--- src/rtl/mvm_ctrl_pkg.sv ---
// Shared state encoding and default geometry for the matrix-vector FIFO sequencer.
// Pure declarations: no logic, no latency, no flow control.
package mvm_ctrl_pkg;

  localparam int DEF_NUM_FIFOS  = 9;
  localparam int DEF_DEPTH      = 8;
  localparam int DEF_DATA_WIDTH = 8;

  typedef enum logic [2:0] {
    IDLE,
    REQ,
    WAIT,
    FILL,
    DRAIN,
    TAIL,
    DONE
  } state_t;

endpackage

--- src/rtl/mvm_fifo_ctrl_word_serializer.sv ---
// Loads one memory word and presents it a byte at a time, LSB byte first.
// Byte output is valid the cycle after load; advances only on an accepted write.
module word_serializer
  import mvm_ctrl_pkg::*;
#(
  parameter int DEPTH      = DEF_DEPTH,
  parameter int DATA_WIDTH = DEF_DATA_WIDTH
) (
  input  logic                          clk,
  input  logic                          rst,
  input  logic                          i_load,
  input  logic [DEPTH*DATA_WIDTH-1:0]   i_word,
  input  logic                          i_adv,
  output logic [DATA_WIDTH-1:0]         o_byte
);

  logic [DEPTH*DATA_WIDTH-1:0] r_shift;

  always_ff @(posedge clk or posedge rst) begin
    if (rst) begin
      r_shift <= '0;
    end else if (i_load) begin
      r_shift <= i_word;
    end else if (i_adv) begin
      r_shift <= r_shift >> DATA_WIDTH;
    end
  end

  assign o_byte = r_shift[DATA_WIDTH-1:0];

endmodule

--- src/rtl/mvm_fifo_ctrl.sv ---
// Fetches one word per FIFO, serializes it into the bank, then drains all FIFOs in lockstep to the MACs.
// One-cycle memory handshake per word; stalls on fifo_full while filling and on any fifo_empty while draining.
module mvm_fifo_ctrl
  import mvm_ctrl_pkg::*;
#(
  parameter int                  NUM_FIFOS  = DEF_NUM_FIFOS,
  parameter int                  DEPTH      = DEF_DEPTH,
  parameter int                  DATA_WIDTH = DEF_DATA_WIDTH,
  parameter int                  ADDR_WIDTH = 32,
  parameter logic [ADDR_WIDTH-1:0] ADDR_BASE = '0
) (
  input  logic                          clk,
  input  logic                          rst,
  input  logic                          start,
  output logic                          busy,
  output logic                          done,
  output logic                          mem_rd,
  output logic [ADDR_WIDTH-1:0]         mem_addr,
  input  logic                          mem_valid,
  input  logic [DEPTH*DATA_WIDTH-1:0]   mem_data,
  output logic [NUM_FIFOS-1:0]          fifo_wren,
  output logic [DATA_WIDTH-1:0]         fifo_wdata,
  input  logic [NUM_FIFOS-1:0]          fifo_full,
  output logic [NUM_FIFOS-1:0]          fifo_rden,
  input  logic [NUM_FIFOS-1:0]          fifo_empty,
  output logic                          mac_en,
  output logic                          mac_clr
);

  localparam int IW = $clog2(NUM_FIFOS);
  localparam int CW = $clog2(DEPTH) + 1;

  state_t                r_state;
  state_t                w_next;
  logic [IW-1:0]         r_fifo_idx;
  logic [CW-1:0]         r_byte_cnt;
  logic [CW-1:0]         r_rd_cnt;
  logic                  r_mac_en;
  logic                  w_load;
  logic                  w_wr_ok;
  logic                  w_rd_ok;
  logic                  w_last_fifo;
  logic                  w_last_byte;
  logic                  w_last_rd;
  logic [DATA_WIDTH-1:0] w_byte;

  assign w_wr_ok     = (r_state == FILL) && !fifo_full[r_fifo_idx];
  assign w_rd_ok     = (r_state == DRAIN) && !(|fifo_empty);
  assign w_last_fifo = (r_fifo_idx == IW'(NUM_FIFOS - 1));
  assign w_last_byte = (r_byte_cnt == CW'(DEPTH - 1));
  assign w_last_rd   = (r_rd_cnt == CW'(DEPTH - 1));

  word_serializer #(
    .DEPTH      (DEPTH),
    .DATA_WIDTH (DATA_WIDTH)
  ) u_ser (
    .clk    (clk),
    .rst    (rst),
    .i_load (w_load),
    .i_word (mem_data),
    .i_adv  (w_wr_ok),
    .o_byte (w_byte)
  );

  always_ff @(posedge clk or posedge rst) begin
    if (rst) begin
      r_state <= IDLE;
    end else begin
      r_state <= w_next;
    end
  end

  // All strobes decode from the registered state, so an async reset clears them at once.
  always_comb begin
    w_next     = r_state;
    w_load     = 1'b0;
    busy       = (r_state != IDLE);
    done       = 1'b0;
    mem_rd     = 1'b0;
    mem_addr   = '0;
    fifo_wren  = '0;
    fifo_wdata = '0;
    fifo_rden  = '0;
    mac_clr    = 1'b0;
    case (r_state)
      IDLE: begin
        if (start) begin
          mac_clr = 1'b1;
          w_next  = REQ;
        end
      end
      REQ: begin
        mem_rd   = 1'b1;
        mem_addr = ADDR_BASE + ADDR_WIDTH'(r_fifo_idx);
        w_next   = WAIT;
      end
      WAIT: begin
        if (mem_valid) begin
          w_load = 1'b1;
          w_next = FILL;
        end
      end
      FILL: begin
        if (w_wr_ok) begin
          fifo_wren[r_fifo_idx] = 1'b1;
          fifo_wdata            = w_byte;
          if (w_last_byte) begin
            w_next = w_last_fifo ? DRAIN : REQ;
          end
        end
      end
      DRAIN: begin
        if (w_rd_ok) begin
          fifo_rden = '1;
          if (w_last_rd) begin
            w_next = TAIL;
          end
        end
      end
      TAIL: w_next = DONE;
      DONE: begin
        done   = 1'b1;
        w_next = IDLE;
      end
      default: w_next = IDLE;
    endcase
  end

  always_ff @(posedge clk or posedge rst) begin
    if (rst) begin
      r_fifo_idx <= '0;
      r_byte_cnt <= '0;
      r_rd_cnt   <= '0;
      r_mac_en   <= 1'b0;
    end else begin
      // FIFO read data lands one cycle after rden, so the MAC enable trails it.
      r_mac_en <= w_rd_ok;
      case (r_state)
        IDLE: begin
          if (start) begin
            r_fifo_idx <= '0;
            r_rd_cnt   <= '0;
          end
        end
        WAIT: begin
          if (mem_valid) begin
            r_byte_cnt <= '0;
          end
        end
        FILL: begin
          if (w_wr_ok) begin
            r_byte_cnt <= r_byte_cnt + CW'(1);
            if (w_last_byte && !w_last_fifo) begin
              r_fifo_idx <= r_fifo_idx + IW'(1);
            end
          end
        end
        DRAIN: begin
          if (w_rd_ok) begin
            r_rd_cnt <= r_rd_cnt + CW'(1);
          end
        end
        default: ;
      endcase
    end
  end

  assign mac_en = r_mac_en;

endmodule

--- config.mk ---
export PLATFORM = sky130hd
export DESIGN_NAME = mvm_fifo_ctrl
export DESIGN_NICKNAME = d
export VERILOG_FILES = /design/src/rtl/mvm_ctrl_pkg.sv /design/src/rtl/mvm_fifo_ctrl_word_serializer.sv /design/src/rtl/mvm_fifo_ctrl.sv
export SDC_FILE = /design/constraint.sdc
export NUM_CORES = 1
export LEC_CHECK = 0
export CAP_MARGIN = 10
export CORE_MARGIN = 8
export CORE_UTILIZATION = 46
export CTS_CLUSTER_SIZE = 10
export DETAILED_ROUTE_END_ITERATION = 12
export PLACE_DENSITY = 0.84
export SYNTH_ARGS = -nofsm -noshare
export SYNTH_HDL_FRONTEND = slang
export SYNTH_SLANG_ARGS = --single-unit
--- constraint.sdc ---
create_clock -name clk -period 3.1 [get_ports clk]
set_clock_uncertainty 0.2 [all_clocks]
set_input_delay 0.465 -clock clk [delete_from_list [all_inputs] [get_ports clk]]
set_output_delay 0.465 -clock clk [all_outputs]
set_load 0.05 [all_outputs]
# Word level (Yosys, flattened, before mapping)
# Index checks and enable logic that the tools add are counted.
# classes
n_mux	36
div	0
eq_ne	16
bitwise	0
reduce_logical	18
addsub	3
n_lt_le_gt_ge	2
shifts	0
multipliers	0
# op_table
op	n
2-to-1 mux 64 bit	2
2-to-1 mux 9 bit	4
2-to-1 mux 4 bit	7
one-hot mux 4 bit (2 select lines)	3
2-to-1 mux 3 bit	7
one-hot mux 3 bit (6 select lines)	1
2-to-1 mux 8 bit	2
adder 4 x 1 -> 4 bit, second input constant	3
inequality test 2 bit, second input constant	5
== test 3 bit, second input constant	3
OR reduction 9 bit	1
== test 4 x 3 -> 1 bit, second input constant	2
2-to-1 mux 1 bit	8
nonzero test 2 bit	4
== test 3 x 2 -> 1 bit, second input constant	2
AND reduction 3 bit	2
AND reduction 6 bit	1
less-than comparator 4 x 5 -> 1 bit, second input constant	1
binary-select mux 1 bit (select 4 bit)	1
demux 1 bit (select 4 bit)	1
== test 4 bit, second input constant	1
greater-or-equal comparator 4 x 1 -> 1 bit, second input constant	1
logical AND 1 bit	4
inequality test 2 x 1 -> 1 bit, second input constant	2
other kinds (5)	7
# word_totals
wordCells	81
mem_count	0
ram_bits	0
reg_bits	80
rom_bits	0
latch_bits	0

# Logic depth before layout (Yosys ltp)
# Gate-level depths: netlist of run 1.
# logic_depth
depth_word	6
ltp_mapped	8
depth_no_buf	7

# By module
# Synthesis of run 1 repeated with hierarchy kept, for this count alone.
# hier_totals
hier_cells	467
area_unflattened_um2	4546.9
# modules_own_cells
module	cells_each	n_inst	area_per_inst_um2	seq_area_each_um2
word_serializer	286	1	3017.9	1601.5
mvm_fifo_ctrl	181	1	1529.0	400.4

# Worst setup path before layout of run 1
# Ideal clock, no wire load.
# synth_path
kind	register to output
from	reg r_state[2]
to	out mem_addr[2]
n_path_buf	1
arrival_ns	2.350
t_required_ns	2.435
path_slack_ns	0.085
stages_incl_launch_ff	4
path_cell_list	dfrtp_1 > clkbuf_1 > nor3_1 > and2_1
# synth_via
elab_chain_cells	2
# synth_lines
element	line_no	rtl
start: declaration	mvm_fifo_ctrl.sv:33	state_t r_state;
start signal: assignment	mvm_fifo_ctrl.sv:69	r_state <= w_next;
== test 3 x 1 -> 1 bit	mvm_fifo_ctrl.sv:85	case (r_state)
2-to-1 mux 4 bit	mvm_fifo_ctrl.sv:85	
end: declaration	mvm_fifo_ctrl.sv:18	output logic [ADDR_WIDTH-1:0] mem_addr,
# No other way between the ends.

# Final worst setup path of run 1
# layout_path
from	reg r_state[2]
to	out fifo_wren[2]
# layout_via
elab_chain_cells	4
# layout_lines
element	line_no	rtl
== test 3 x 2 -> 1 bit (*)	mvm_fifo_ctrl.sv:47, mvm_fifo_ctrl.sv:85	
logical AND 1 bit	mvm_fifo_ctrl.sv:47	assign w_wr_ok = (r_state == FILL) && !fifo_full[r_fifo_idx];
2-to-1 mux 9 bit	mvm_fifo_ctrl.sv:104	if (w_wr_ok) begin
2-to-1 mux 9 bit (*)	mvm_fifo_ctrl.sv:85	
end: declaration	mvm_fifo_ctrl.sv:21	output logic [NUM_FIFOS-1:0] fifo_wren,
# Mark *: on every way between the ends. The rest lies on a longest branch, timed or not.

==> impl_summary.md, run 1 <==
Setup path
The required arrival time at the worst endpoint is around 2.4 ns. The highest fanout seen on the critical path is 23. The worst setup path is captured at a primary output. Measured in cells, the most critical reg-to-reg path has a length of 6. The kind of critical path is flip-flop to primary output. STA puts the critical path data arrival time at between 2 and 2.5 ns. The worst setup path is launched from a flip-flop.

Drt
The number of DRC violations after detailed-routing iteration 0 is about 250. The number of detailed-routing iterations run before antenna repair is 5. The post-detailed-route via-to-cell ratio is roughly 5.7.

After detailed routing, the average wire length per cell comes to 18.50 microns. The routed wire length is 11860 microns. The count of nets left with antenna violations once routing finished came out at 0.

The detailed-route DRC error count is 0. The detailed router placed roughly 3.7k vias in this run.

Clocking
The H-tree was split into 3 levels. After clock tree synthesis, the clock-pin slew on the worst setup and hold paths is around 0.08 ns. Clock tree synthesis selected as its root buffer the cell clkbuf_8. TritonCTS built the clock tree. The clock latency of the later-clocked register in the worst-skew pair is 0.34 ns. The number of CTS-inserted buffers is 9. After clock tree synthesis, the setup repair step added 0 buffers.

The worst-case clock buffer depth is 2. Clock tree synthesis found a total of 80 sinks.

Finish
After routing the design area is 0.005904 sq mm. Leaving out filler cells and counting taps, the final layout contains 641. From synthesis to final layout, the design area changed by 37.70%.

The final design utilization is 0.6451. In the final layout, the share of cells above drive strength 1 is 0.1396. The total inserted antenna cells is 0.

The net count of the finished layout is roughly 600.

Placed design
Before CTS, the worst setup slack after placement is roughly 0.16 ns. Including well taps, the total number of placed cells is between 600 and 700. After detailed placement, the total cell area comes to 0.005728 sq mm. Once detailed placement completed, the half-perimeter wirelength came to between 8000 and 9000 microns. The routability congestion estimate is 0.7883. Input and output buffers added on the ports amount to 120.

Global routing
The via count of the first global-routing pass is between 3k and 4k. The total global-route track usage is 0.1830. The first global-routing pass estimated approximately 19000 microns of wire.

Entering global routing, the biggest net connects 49 pins. After global routing the overflow that remains totals 0. The initial antenna violation count is 0.

Die
The horizontal extent of the die is around 110 microns. The boundary pin count is about 150. The die is approximately 110 microns tall.

The die covers 0.01267 sq mm. The initial utilization of the core area, before any placement, comes to 0.4685. The number of rows in the core area is 35. The area of the placeable core is roughly 0.0092 sq mm.

STA
The setup slack of the critical path after layout is about 0.16 ns. The final count of pins violating max slew is 0. The final number of hold-violating endpoints is 0. In the finished design, the share of the clock period the worst path needs comes to 0.9495. For this run, the top clock speed supported by timing is 0.3397 GHz. The worst slew margin relative to its limit is 0.5212.

The transition time at the pin with the least slew margin is about 0.72 ns. Setup repair after global routing left no endpoint under its margin. The tightest hold margin is between 0.2 and 0.3 ns. Summed over all failing endpoints, the final setup total negative slack is 0 ns. The final count of negative-setup-slack endpoints is 0. After layout, the minimum clock period comes to around 2.9 ns.

Synth
In this run, distinct cell masters in the synthesized netlist total between 40 and 50. The number of synthesized register bits is 80. The share of the yosys chip area belonging to registers is 0.4669. The count of yosys warnings during synthesis is 0. The cell type contributing the most total cell area after synthesis is dfrtp_1.

Averaged over all synthesized cells, the footprint is roughly 10 sq um. The number of standard cells after synthesis is 424. The area fraction of the dominant cell type after synthesis is 0.4669. After synthesis, the cell types taking the most area are dfrtp_1 47%, a221o_1 11%, and3_1 8.5%. Counting flops with an async set or reset pin after synthesis yields a share of 1.000. The synthesized netlist occupies a cell area of between 0.004 and 0.005 sq mm. For this run, the leading register cell type out of synthesis is dfrtp_1. The number of flops mapped to enable cells by yosys is 0.

Flow run
The tool flagged a number of max-cap violations equal to 0.

Pwr
In this run the static leakage power is 2.766 nW. The worst-case IR drop observed on VDD is between 0.0004 and 0.0005 V. In this run the power density over the cells is roughly 800 mW/mm^2. The overall power consumption is roughly 4.8 mW.

Outcome
The flow ran to the end, and the final reports show no timing, DRC or antenna violations.

Worst hold path
The path class of the lowest-slack min-delay path is input pin to async pin.
[cells by family (layout without fill, tap and decap cells)]
group / count (synthesis) / in the layout / share of synthesized area
xor gates and xnor gates: 2 / 2 / 0.004086
and+or+nand+nor: 151 / 151 / 0.1973
DFF: 80 / 80 / 0.4669
other: 1 / 28 / 0.0008746
adders and majority gates: 6 / 6 / 0.01751
buffers and inverters: 76 / 155 / 0.1033
AOI/OAI and AO/OA: 101 / 101 / 0.1917
muxes: 7 / 7 / 0.01838
[cells in the final DEF (no fill, tap or decap), types with 11 or more instances in the layout]
cell type        synthesis  routed
buf_4                   39      11
conb_1                   1      28
nor2_1                  16      16
and3_1                  58      58
dfrtp_1                 80      79
o21ai_0                 15      15
clkdlybuf4s50_1          0      93
nand2_1                 38      37
a221o_1                 48      48
buf_12                   0      30
a21oi_1                 21      20
[synthesized netlist by cell type, drive strengths merged, types with 3 or more instances]
cell type / n
dfrtp: 80
and3: 58
a221o: 48
buf: 48
nand2: 38
a21oi: 22
clkbuf: 22
nor2: 16
o21ai: 15
and2: 11
ha: 6
inv: 6
mux2: 4
nand3: 4
nand4: 4
a21o: 3
a22o: 3
mux2i: 3
nor2b: 3
nor3: 3
nor4: 3
[registers in the layout, indices dropped and copies added, names as in the netlist]
register / cells
r_rd_cnt: 4
r_byte_cnt: 4
mac_en: 1
r_state: 3
u_ser.r_shift: 64
r_fifo_idx: 4
[path summary, 6_finish.rpt]
path                               startpoint               end  slack, ns
worst max register to register     r_state[2]     r_byte_cnt[3]       0.53
worst min register to register  r_byte_cnt[3]     r_byte_cnt[3]       0.30
min in group clk                r_byte_cnt[3]     r_byte_cnt[3]       0.30
max in group asynchronous                 rst     r_fifo_idx[0]       1.76
worst max-delay path               r_state[2]      fifo_wren[2]       0.16
worst min-delay path                      rst  u_ser.r_shift[2]       0.29
[cell type report]
cell class / count / area (sq um)
clock buffer: 12 / 145.1
clock inverter: 3 / 18.77
fill: 721 / 3248
inverter: 6 / 23.77
multi-input combinational: 295 / 1961
sequential: 80 / 2003
tap: 111 / 138.9
timing repair buffer: 134 / 1614
[metal layers]
| layer | global-route usage | vias up | wire (microns) |
|---|---|---|---|
| li1 | - | 1708 | - |
| met1 | 0.2232 | 1786 | 4904 |
| met2 | 0.3140 | 139 | 6033 |
| met3 | 0.04079 | 18 | 733 |
| met4 | 0.05665 | 0 | 187 |
| met5 | 0 | - | 0 |
[critical path: stages (launching register included)]
cell and delay (ns):
dfrtp_1 0.53, nand3b_1 0.38, a21oi_1 0.32, a22o_4 0.30, and3_1 0.25, buf_12 0.15
[where the power goes]
part           switching (mW)  total [mW]  internal [mW]
clock                   0.353       0.661          0.308
sequential              0.259        1.70           1.44
combinational            1.31        2.42           1.11
total                    1.92        4.77           2.85
[repair_timing]
action | in CTS | in global routing
hold buffers | 0 | 0
cloned | 0 | 0
setup endpoints to repair | 9 | 12
gates resized for setup | 1 | 2
Power figures use the tool's default switching activity.
==> run 2, diff against run 1 <==
SKIP_LAST_GASP = 1   (was default)
==> results of run 2 <==
Same layout as run 1: the final DEF is identical, and so are final timing and power.
